### src/rtl/project_pkg.sv
// Shared types and constants for the matrix front end: matrix container,
// dimension/value limits, parser error codes and ASCII token characters.
package project_pkg;

  localparam int SYS_CLK_FREQ    = 100_000_000;
  localparam int MAX_ROWS        = 4;
  localparam int MAX_COLS        = 4;
  localparam int DIM_W           = 3;
  localparam int ELEM_W          = 8;
  localparam int DEFAULT_VAL_MIN = -2;
  localparam int DEFAULT_VAL_MAX = 9;

  typedef struct packed {
    logic                                         is_valid;
    logic [DIM_W-1:0]                             rows;
    logic [DIM_W-1:0]                             cols;
    logic [MAX_ROWS-1:0][MAX_COLS-1:0][ELEM_W-1:0] cells;
  } matrix_t;

  typedef enum logic [1:0] {
    ERR_NONE  = 2'd0,
    ERR_DIM   = 2'd1,
    ERR_RANGE = 2'd2,
    ERR_CHAR  = 2'd3
  } parse_err_t;

  localparam logic [7:0] ASCII_SPACE = 8'h20;
  localparam logic [7:0] ASCII_CR    = 8'h0D;
  localparam logic [7:0] ASCII_LF    = 8'h0A;
  localparam logic [7:0] ASCII_MINUS = 8'h2D;
  localparam logic [7:0] ASCII_0     = 8'h30;
  localparam logic [7:0] ASCII_9     = 8'h39;

  function automatic logic is_sep_char(input logic [7:0] b);
    return (b == ASCII_SPACE) || (b == ASCII_CR) || (b == ASCII_LF);
  endfunction

endpackage

### src/rtl/matrix_input_parser_ascii_num_accum.sv
// Token accumulator: optional leading '-', saturating decimal magnitude,
// token-done strobe on the terminating separator, and token syntax errors.
module ascii_num_accum
  import project_pkg::*;
(
  input  logic       clk,
  input  logic       rst,
  input  logic       clr,
  input  logic       byte_vld,
  input  logic [7:0] rx_byte,
  output logic [7:0] acc,
  output logic       neg,
  output logic       tok_done,
  output logic       fmt_err
);

  logic        in_tok;
  logic        has_digit;
  logic        is_digit;
  logic        is_minus;
  logic        is_sep;
  logic [11:0] acc_mul;

  assign is_digit = (rx_byte >= ASCII_0) && (rx_byte <= ASCII_9);
  assign is_minus = (rx_byte == ASCII_MINUS);
  assign is_sep   = is_sep_char(rx_byte);
  assign acc_mul  = 12'(acc) * 12'd10 + 12'(rx_byte - ASCII_0);

  // A lone '-' closed by a separator is malformed, so done needs a digit.
  assign tok_done = byte_vld && is_sep && has_digit;
  assign fmt_err  = byte_vld && (
                      !(is_digit || is_minus || is_sep) ||
                      (is_minus && in_tok) ||
                      (is_sep && in_tok && !has_digit));

  always_ff @(posedge clk) begin
    if (rst || clr) begin
      acc       <= '0;
      neg       <= 1'b0;
      in_tok    <= 1'b0;
      has_digit <= 1'b0;
    end else if (byte_vld) begin
      if (is_digit) begin
        acc       <= (acc_mul > 12'd255) ? 8'hFF : acc_mul[7:0];
        in_tok    <= 1'b1;
        has_digit <= 1'b1;
      end else if (is_minus && !in_tok) begin
        neg    <= 1'b1;
        in_tok <= 1'b1;
      end else if (tok_done) begin
        acc       <= '0;
        neg       <= 1'b0;
        in_tok    <= 1'b0;
        has_digit <= 1'b0;
      end
    end
  end

endmodule

### src/rtl/matrix_input_parser.sv
// Parses an ASCII "rows cols e0 e1 ..." stream from the UART into a matrix_t,
// one byte per cycle, reporting completion or the first error as a pulse.
module matrix_input_parser
  import project_pkg::*;
(
  input  logic       clk,
  input  logic       rst,
  input  logic       start,
  input  logic       abort,
  input  logic [7:0] rx_data,
  input  logic       rx_valid,
  output matrix_t    mat_out,
  output logic       mat_valid,
  output logic       err,
  output logic [1:0] err_code,
  output logic       busy
);

  typedef enum logic [2:0] {IDLE, GET_ROWS, GET_COLS, GET_ELEM, FAIL} state_t;

  localparam int               RIW      = $clog2(MAX_ROWS);
  localparam int               CIW      = $clog2(MAX_COLS);
  localparam logic [7:0]       ROWS_LIM = 8'(MAX_ROWS);
  localparam logic [7:0]       COLS_LIM = 8'(MAX_COLS);
  localparam logic signed [9:0] VAL_LO  = 10'(DEFAULT_VAL_MIN);
  localparam logic signed [9:0] VAL_HI  = 10'(DEFAULT_VAL_MAX);

  state_t            state, state_nxt;
  parse_err_t        err_nxt, err_code_q;
  logic              parsing, byte_ok, tok_done, fmt_err, neg;
  logic              dim_bad, last_elem, done_nxt;
  logic [7:0]        acc, rows_acc;
  logic              rows_neg;
  logic [RIW-1:0]    erow;
  logic [CIW-1:0]    ecol;
  logic signed [9:0] mag, elem_val;

  assign parsing = (state == GET_ROWS) || (state == GET_COLS) || (state == GET_ELEM);
  // start and abort both swallow any byte arriving in the same cycle
  assign byte_ok = rx_valid && parsing && !start && !abort;

  ascii_num_accum u_accum (
    .clk      (clk),
    .rst      (rst),
    .clr      (start || abort),
    .byte_vld (byte_ok),
    .rx_byte  (rx_data),
    .acc      (acc),
    .neg      (neg),
    .tok_done (tok_done),
    .fmt_err  (fmt_err)
  );

  assign mag      = $signed({2'b00, acc});
  assign elem_val = neg ? -mag : mag;

  // Rows is only held while cols arrives; both dimensions are judged together.
  assign dim_bad = rows_neg || (rows_acc == 8'd0) || (rows_acc > ROWS_LIM) ||
                   neg || (acc == 8'd0) || (acc > COLS_LIM);

  assign last_elem = (DIM_W'(erow) == mat_out.rows - DIM_W'(1)) &&
                     (DIM_W'(ecol) == mat_out.cols - DIM_W'(1));

  always_comb begin
    err_nxt = ERR_NONE;
    if (fmt_err) begin
      err_nxt = ERR_CHAR;
    end else if (tok_done) begin
      case (state)
        GET_COLS: if (dim_bad) err_nxt = ERR_DIM;
        GET_ELEM: if ((elem_val < VAL_LO) || (elem_val > VAL_HI)) err_nxt = ERR_RANGE;
        default:  ;
      endcase
    end
  end

  always_ff @(posedge clk) begin
    if (rst) state <= IDLE;
    else     state <= state_nxt;
  end

  always_comb begin
    state_nxt = state;
    if (start) begin
      state_nxt = GET_ROWS;
    end else if (abort) begin
      state_nxt = IDLE;
    end else if (err_nxt != ERR_NONE) begin
      state_nxt = FAIL;
    end else if (tok_done) begin
      case (state)
        GET_ROWS: state_nxt = GET_COLS;
        GET_COLS: state_nxt = GET_ELEM;
        GET_ELEM: if (last_elem) state_nxt = IDLE;
        default:  ;
      endcase
    end
  end

  always_comb begin
    busy     = parsing;
    done_nxt = tok_done && (state == GET_ELEM) && last_elem && (err_nxt == ERR_NONE);
  end

  always_ff @(posedge clk) begin
    if (rst) begin
      mat_out    <= '0;
      mat_valid  <= 1'b0;
      err        <= 1'b0;
      err_code_q <= ERR_NONE;
      rows_acc   <= '0;
      rows_neg   <= 1'b0;
      erow       <= '0;
      ecol       <= '0;
    end else begin
      mat_valid <= done_nxt;
      err       <= (err_nxt != ERR_NONE);
      if (start) begin
        mat_out    <= '0;
        err_code_q <= ERR_NONE;
        rows_acc   <= '0;
        rows_neg   <= 1'b0;
        erow       <= '0;
        ecol       <= '0;
      end else if (err_nxt != ERR_NONE) begin
        err_code_q <= err_nxt;
      end else if (tok_done) begin
        case (state)
          GET_ROWS: begin
            rows_acc <= acc;
            rows_neg <= neg;
          end
          GET_COLS: begin
            mat_out.rows <= rows_acc[DIM_W-1:0];
            mat_out.cols <= acc[DIM_W-1:0];
          end
          GET_ELEM: begin
            mat_out.cells[erow][ecol] <= elem_val[ELEM_W-1:0];
            if (last_elem) begin
              mat_out.is_valid <= 1'b1;
            end else if (DIM_W'(ecol) == mat_out.cols - DIM_W'(1)) begin
              ecol <= '0;
              erow <= erow + RIW'(1);
            end else begin
              ecol <= ecol + CIW'(1);
            end
          end
          default: ;
        endcase
      end
    end
  end

  assign err_code = err_code_q;

endmodule

### config.mk
export PLATFORM = sky130hd
export DESIGN_NAME = matrix_input_parser
export DESIGN_NICKNAME = d
export VERILOG_FILES = /design/src/rtl/project_pkg.sv /design/src/rtl/matrix_input_parser_ascii_num_accum.sv /design/src/rtl/matrix_input_parser.sv
export SDC_FILE = /design/constraint.sdc
export NUM_CORES = 1
export LEC_CHECK = 0
export ABC_AREA = 1
export ABC_CLOCK_PERIOD_IN_PS = 3690
export CAP_MARGIN = 20
export CORE_MARGIN = 5
export CORE_UTILIZATION = 50
export CTS_CLUSTER_SIZE = 16
export DETAILED_ROUTE_END_ITERATION = 6
export PLACE_DENSITY_LB_ADDON = 0.15
export SETUP_SLACK_MARGIN = 0.5
export SLEW_MARGIN = 20
export SYNTH_ARGS = -nofsm -noshare
export SYNTH_HDL_FRONTEND = slang
export SYNTH_SLANG_ARGS = --single-unit
export TNS_END_PERCENT = 30
### constraint.sdc
create_clock -name clk -period 3.69 [get_ports clk]
set_input_delay 0.369 -clock clk [delete_from_list [all_inputs] [get_ports clk]]
set_output_delay 0.369 -clock clk [all_outputs]
set_load 0.02 [all_outputs]
==> results of run 1 <==
==> critical path, delay by kind of cell, from the launching register on <==
family | cells | cell delay (ns)
compound gates | 5 | 0.68
xor+xnor | 1 | 0.17
fa+ha+maj | 4 | 1.04
buf+inv | 1 | 0.14
flops | 1 | 0.36
simple gates | 7 | 0.62
==> registers in the layout, indices dropped and copies added (netlist names) <==
signal             flops
erow                   2
u_accum.neg            1
state                  3
ecol                   2
rows_neg               1
rows_acc               8
u_accum.has_digit      1
err_code               2
mat_out              135
u_accum.in_tok         1
mat_valid              1
err                    1
u_accum.acc            8
==> placed cells by master, fill, tap and decap left out, drive strengths merged <==
| cell | count |
|---|---|
| o211ai | 1 |
| inv | 125 |
| and2 | 1 |
| clkdlybuf4s50 | 152 |
| nor4 | 1 |
| buf | 25 |
| dfxtp | 166 |
| o21ai | 15 |
| bufinv | 5 |
| a21oi | 30 |
| o21bai | 1 |
| nand3b | 1 |
| clkinvlp | 1 |
| nand3 | 96 |
| clkinv | 3 |
| clkbuf | 21 |
| nand4 | 32 |
| nand2 | 240 |
| nor2 | 348 |
| xor2 | 14 |
| fa | 2 |
| ha | 36 |
| xnor2 | 8 |
| nor3 | 6 |
| a22oi | 1 |
==> routing by layer <==
layer | wire [um] | GRT usage (%) | up-vias
li1 | - | - | 3927
met1 | 9680 | 30.4 | 3440
met2 | 9560 | 36.0 | 184
met3 | 1170 | 5.18 | 22
met4 | 277 | 6.44 | 0
met5 | 0 | 0 | -
==> cell families (layout without fill, tap and decap cells) <==
logic type,Yosys count,after routing,synth area share (%)
buf+inv,159,332,7.87
compound gates,48,48,3.17
simple gates,725,725,38.4
xor+xnor,22,22,2.43
fa+ha+maj,38,38,6.18
flops,166,166,41.9
==> repair_timing <==
action                                  4_1_cts  5_1_grt
endpoints found under the hold margin         0        0
endpoints found under the setup margin        8      104
resized for setup                            14       24
pin swaps                                     3       20
setup buffers                                 3        8
==> worst paths after layout <==
| check | startpoint | endpoint | slack, ns | depth (start not counted) |
|---|---|---|---|---|
| max | u_accum.acc[3] | u_accum.acc[4] | 0.56 | 18 |
| min | mat_out[134] | mat_out[134] | 0.47 | 2 |
| max reg2reg | u_accum.acc[3] | u_accum.acc[4] | 0.56 | 18 |
| min reg2reg | mat_out[134] | mat_out[134] | 0.47 | 2 |
==> power by group through the flow <==
stage	Sequential [uW]	Clock, uW	Combinational [uW]
after CTS	1790	2000	137
after floorplan	1830	0	87.7
after detailed placement	1830	0	133
after global placement	1830	0	131
after global routing	1790	2090	156
final	1790	1970	140
==> per-stage QoR <==
stage / total power, uW / std cells / hold WS (ns)
finish: 3900 / 1547 / 0.466
global route: 4040 / 1547 / 0.494
CTS: 3930 / 1539 / 0.464
detailed placement: 1970 / 1505 / 0.452
global placement: 1960 / 1505 / 0.439
floorplan: 1920 / 1158 / 0.438
==> cell type report <==
| cell class | instances | area (sq um) | share of cell area, % |
|---|---|---|---|
| Multi-Input combinational cell | 833 | 4140 | 39.0 |
| Timing Repair Buffer | 177 | 1750 | 16.5 |
| Inverter | 124 | 465 | 4.38 |
| Sequential cell | 166 | 3340 | 31.4 |
| Clock inverter | 10 | 193 | 1.81 |
| Tap cell | 216 | 270 | 2.55 |
| Clock buffer | 21 | 460 | 4.34 |
==> metrics.cfg, run 1 <==
[clock_tree]
cts_root_buf=clkbuf_16
ctsHoldBuffers=0
cts.clk_slew.worst_paths_ns=0.06
tritoncts=yes
clkSinkCount=166
cts_max_level=4
clk_latency_ns=0.43
cts_made_buffers=17
max-clock-path-buffers=2

[setup_path]
cp-end-kind=flip-flop
crit_fanout=8
cp_slowest_cell=dfxtp_4
critPathLaunchType=flip-flop
crit_chain=ha_4 -> ha_4 -> fa_2 -> a21oi_2 -> o21ai_2 -> nand2_1 -> nand2_1 -> a21oi_2 -> xor2_1 -> ha_1 -> buf_6 -> nand3_1 -> nand4_1 -> o21bai_4 -> nand2_4 -> nand4_1 -> nand2_1 -> a21oi_2
criticalPathCategory=flip-flop to flip-flop
slowest_delay_ns=0.36
cp.required_ns=3.99
crit_arrival_ns=3.42

[synthesis]
synth_cells=1158
ys_warn_count=0
synth_top_area_share_pct=41.9
synth_area_sq_um=7930
syn_nets=1209
yosys_most_used_dff=dfxtp_1
ys_top_cells_by_count=339 x nor2_1, 237 x nand2_1, 166 x dfxtp_1
ys_seq_area_share_pct=41.9
synth_most_common_cell=nor2_1
synth-seq-cells=166
synth.avg_cell_area_sq_um=6.85
yosys-top-cells-area=dfxtp_1 42%, nor2_1 16%, nand2_1 11%, nand3_1 5.8%, ha_1 5.7%
synth.distinct_cells=33
synth_edf_count=0
async_flop_share_pct=0
yosysTopAreaCell=dfxtp_1

[global_route]
grtUsageTotal_pct=22.5
antenna_found_initial=0
grt_max_degree=46
grt_pass1_wl_um=33600
grt-ovfl-total=0
grt_pass1_vias=6947

[power_and_ir_drop]
power.density_nw_per_um2=367
pwr-share-clk_pct=50.5
vdd.ir_drop.worst_mv=0.297
p_int_uw=3080
power_leakage_uw=0.00464
power_switching_uw=818
seqPwrFrac_pct=45.9
combinationalPowerShare_pct=3.6
sw_frac_of_total_pct=21.0

[cells_and_area]
final_util_pct=67.6
fin_area_sq_um=10600
syn_to_final_growth_pct=33.9
drive_gt1_share_pct=9.02
num-fill-cells=1398
nets=1370
num_antenna_cells=0

[detailed_routing]
firstDrtPassIters=5
wire_per_inst_um=13.4
drt_iter0_markers=549
wl_um=20700
final_antenna_net_count=0
vias=7573
vias_per_cell=4.90
drc=0

[run_status]
status=finished clean

[timing]
fmax_mhz=320
setup_viol=0
period_needed_ns=3.13
skew_ns=0.00713
drv_slew=0
tns_ns=0
slew_headroom_pct=41.5
hold_viol=0
rsz0062_at_grt=true
period_share_pct=84.7
worst_pin_slew_ns=0.878
setup_slack_ns=0.565

[floorplanning]
die_area_sq_um=18500
die_y_um=136
io_pins=153
dieWidth_um=136
num_rows=46
core_sq_um=15700
start_util_pct=50.5

[job]
drv_cap=0

[worst_hold_path]
worst_hold_path_type=flip-flop to flip-flop

[placement]
hpwlAfterDp_um=14900
pre_cts_slack_ns=0.157
io_buffers=152
postPlaceCellArea_sq_um=9690
place_congestion=0.851

(Power assumes the default switching activity.)
==> run 2: changes to the inputs <==
--- a/config.mk
+++ b/config.mk
@@ -6,10 +6,10 @@
 export NUM_CORES = 1
 export LEC_CHECK = 0
 export ABC_AREA = 1
-export ABC_CLOCK_PERIOD_IN_PS = 3690
+export ABC_CLOCK_PERIOD_IN_PS = 2600
 export CAP_MARGIN = 20
 export CORE_MARGIN = 5
-export CORE_UTILIZATION = 50
+export CORE_UTILIZATION = 47
 export CTS_CLUSTER_SIZE = 16
 export DETAILED_ROUTE_END_ITERATION = 6
 export PLACE_DENSITY_LB_ADDON = 0.15
==> constraint.sdc (replaced) <==
create_clock -name clk -period 2.6 [get_ports clk]
set_input_delay 0.26 -clock clk [delete_from_list [all_inputs] [get_ports clk]]
set_output_delay 0.26 -clock clk [all_outputs]
set_load 0.02 [all_outputs]
==> run 2 against run 1 <==
Effect of this change: the run now ends with setup timing left; fmax rose by 1.8%; final area grew 7.9%; via count grew 3.6%; critical path depth stayed put; critical endpoint is now u_accum.acc[3].
==> metrics.cfg, run 2 (synthesis results as in run 1) <==
[run_status]
status=finished, violations left
violations=setup timing

[cells_and_area]
nets=1433
num_antenna_cells=0
fin_area_sq_um=11500
largest_reg_flops=135
mostFrequentLayoutCells=335 x nor2_1, 220 x nand2_1, 161 x dfxtp_1
regMostFlops=mat_out
final_common_cell=nor2_1
num-fill-cells=1432
drive_gt1_share_pct=18.3
syn_to_final_growth_pct=44.5
reg_top3=mat_out (135), rows_acc (8), u_accum.acc (8)

[timing]
skew_ns=0.0118
period_needed_ns=3.07
slew_headroom_pct=29.4
hold_viol=0
setup_slack_ns=-0.469
whs_ns=0.458
period_share_pct=118
worst_pin_slew_ns=1.06
setup_viol=8
rsz0062_at_grt=true
fmax_mhz=326
drv_slew=0

[detailed_routing]
final_antenna_net_count=0
wire_per_inst_um=13.1
drt_iter0_markers=378
vias=7848
drc=0
wl_um=21200
vias_per_cell=4.86
firstDrtPassIters=5

[clock_tree]
cts_made_buffers=17
tritoncts=yes
max-clock-path-buffers=2
clk_latency_ns=0.43
cts.clk_slew.worst_paths_ns=0.06
cts_root_buf=clkbuf_16
ctsHoldBuffers=0
cts_max_level=4
clkSinkCount=166

[global_route]
grt-ovfl-total=0
grt_pass1_wl_um=35300
grt_max_degree=83
grtUsageTotal_pct=21.8
antenna_found_initial=0
grt_pass1_vias=7363

[setup_path]
cp-startpoint=u_accum.acc[3]
cp_slowest_cell=dfxtp_4
crit_chain=ha_1 -> ha_4 -> nand3_1 -> nand2_1 -> a21oi_1 -> o21ai_0 -> xnor2_1 -> inv_1 -> ha_4 -> inv_1 -> nor3_2 -> nand3_1 -> nand4_1 -> xor2_1 -> inv_2 -> nand4_1 -> nand2_1 -> a21oi_1
cp-end-kind=flip-flop
r2r-start=u_accum.acc[3]
criticalPathCategory=flip-flop to flip-flop
critPathTopFamily=adder cells
crit_fanout=8
cp.required_ns=2.94
reg2reg_to=u_accum.acc[3]
r2r_cells=18
crit_arrival_ns=3.41
path_buf_inv=3
slowest_delay_ns=0.36
rrSetupSlack_ns=-0.47
critPathLaunchType=flip-flop

[power_and_ir_drop]
power_leakage_uw=0.00494
power_uw=5380
vdd.ir_drop.worst_mv=0.454
power.density_nw_per_um2=470

[floorplanning]
core_sq_um=16600
die_area_sq_um=19600
start_util_pct=47.8
num_rows=47
io_pins=153
dieWidth_um=140
die_y_um=140

[placement]
hpwlAfterDp_um=15800
postPlaceCellArea_sq_um=10700
io_buffers=152
place_congestion=0.846

[worst_hold_path]
worst_hold_path_type=flip-flop to flip-flop
holdPathEnd=mat_out[134]
holdPathStages=2
min_from=mat_out[134]

[job]
drv_cap=0

## run 2: cell count changes in the layout (fill, tap and decap cells not counted), moves of 15 or more
cell and change:
nand3_1 -42, buf_4 +56, nand2_1 -15, nand3_2 +41, nand2_2 +15
## run 2: where the power goes
group / internal [uW] / switching (uW)
Clock: 1550 / 1050
Sequential: 2540 / 1.49
Combinational: 98.8 / 132
## run 2: metrics by stage
| stage | setup TNS (ns) | util [%] | setup slack [ns] | cells |
|---|---|---|---|---|
| final | -3.36 | 69.1 | -0.469 | 1615 |
| after global routing | -17.62 | 69.1 | -0.646 | 1615 |
| after CTS | -3.32 | 68.5 | -0.437 | 1615 |
| after detailed placement | -33.51 | 64.3 | -0.442 | 1579 |
| after global placement | -24.43 | 64.3 | -0.413 | 1579 |
| after floorplan | -2.13 | - | -0.279 | 1158 |
## run 2: worst max-delay path by stage
stage | to | slack (ns) | cells past startpoint
finish | u_accum.acc[3] | -0.47 | 18
global route | u_accum.acc[4] | -0.65 | 19
CTS | u_accum.acc[3] | -0.44 | 19
detailed placement | u_accum.acc[3] | -0.44 | 18
global placement | u_accum.acc[3] | -0.41 | 18
floorplan | u_accum.acc[3] | -0.28 | 19
## run 2: repair_timing
action                     4_1_cts  5_1_grt
setup buffers                    4        0
resized for setup               23       25
pin swaps                       25       26
setup endpoints to repair      161      163
## run 2: layout make-up
type / instances / area [sq um] / share of cell area, %
Sequential cell: 166 / 3340 / 29.1
Timing Repair Buffer: 240 / 2310 / 20.2
Inverter: 124 / 483 / 4.22
Clock buffer: 20 / 447 / 3.90
Clock inverter: 12 / 168 / 1.46
Multi-Input combinational cell: 833 / 4440 / 38.7
Tap cell: 220 / 275 / 2.40
## run 2: tightest hold or removal path: cells and delay by family (launching register included)
family / cells / cell delay [ns]
flops: 1 / 0.31
buf+inv: 1 / 0.05
compound gates: 1 / 0.05
## run 2: routing by layer
| layer | vias to the layer above | global-route usage, % | part of all wire [%] |
|---|---|---|---|
| met2 | 174 | 37.4 | 49 |
| met1 | 3584 | 27.4 | 44 |
| met4 | 0 | 6.99 | 2.0 |
| li1 | 4054 | - | - |
| met3 | 36 | 4.60 | 5.1 |
| met5 | - | 0 | 0 |
==> run 3: changes to the inputs <==
--- a/config.mk
+++ b/config.mk
@@ -14,7 +14,6 @@
 export DETAILED_ROUTE_END_ITERATION = 6
 export PLACE_DENSITY_LB_ADDON = 0.15
 export SETUP_SLACK_MARGIN = 0.5
-export SLEW_MARGIN = 20
 export SYNTH_ARGS = -nofsm -noshare
 export SYNTH_HDL_FRONTEND = slang
 export SYNTH_SLANG_ARGS = --single-unit
==> results of run 3 <==
The final DEF is identical to that of run 2; final timing and power are the same.
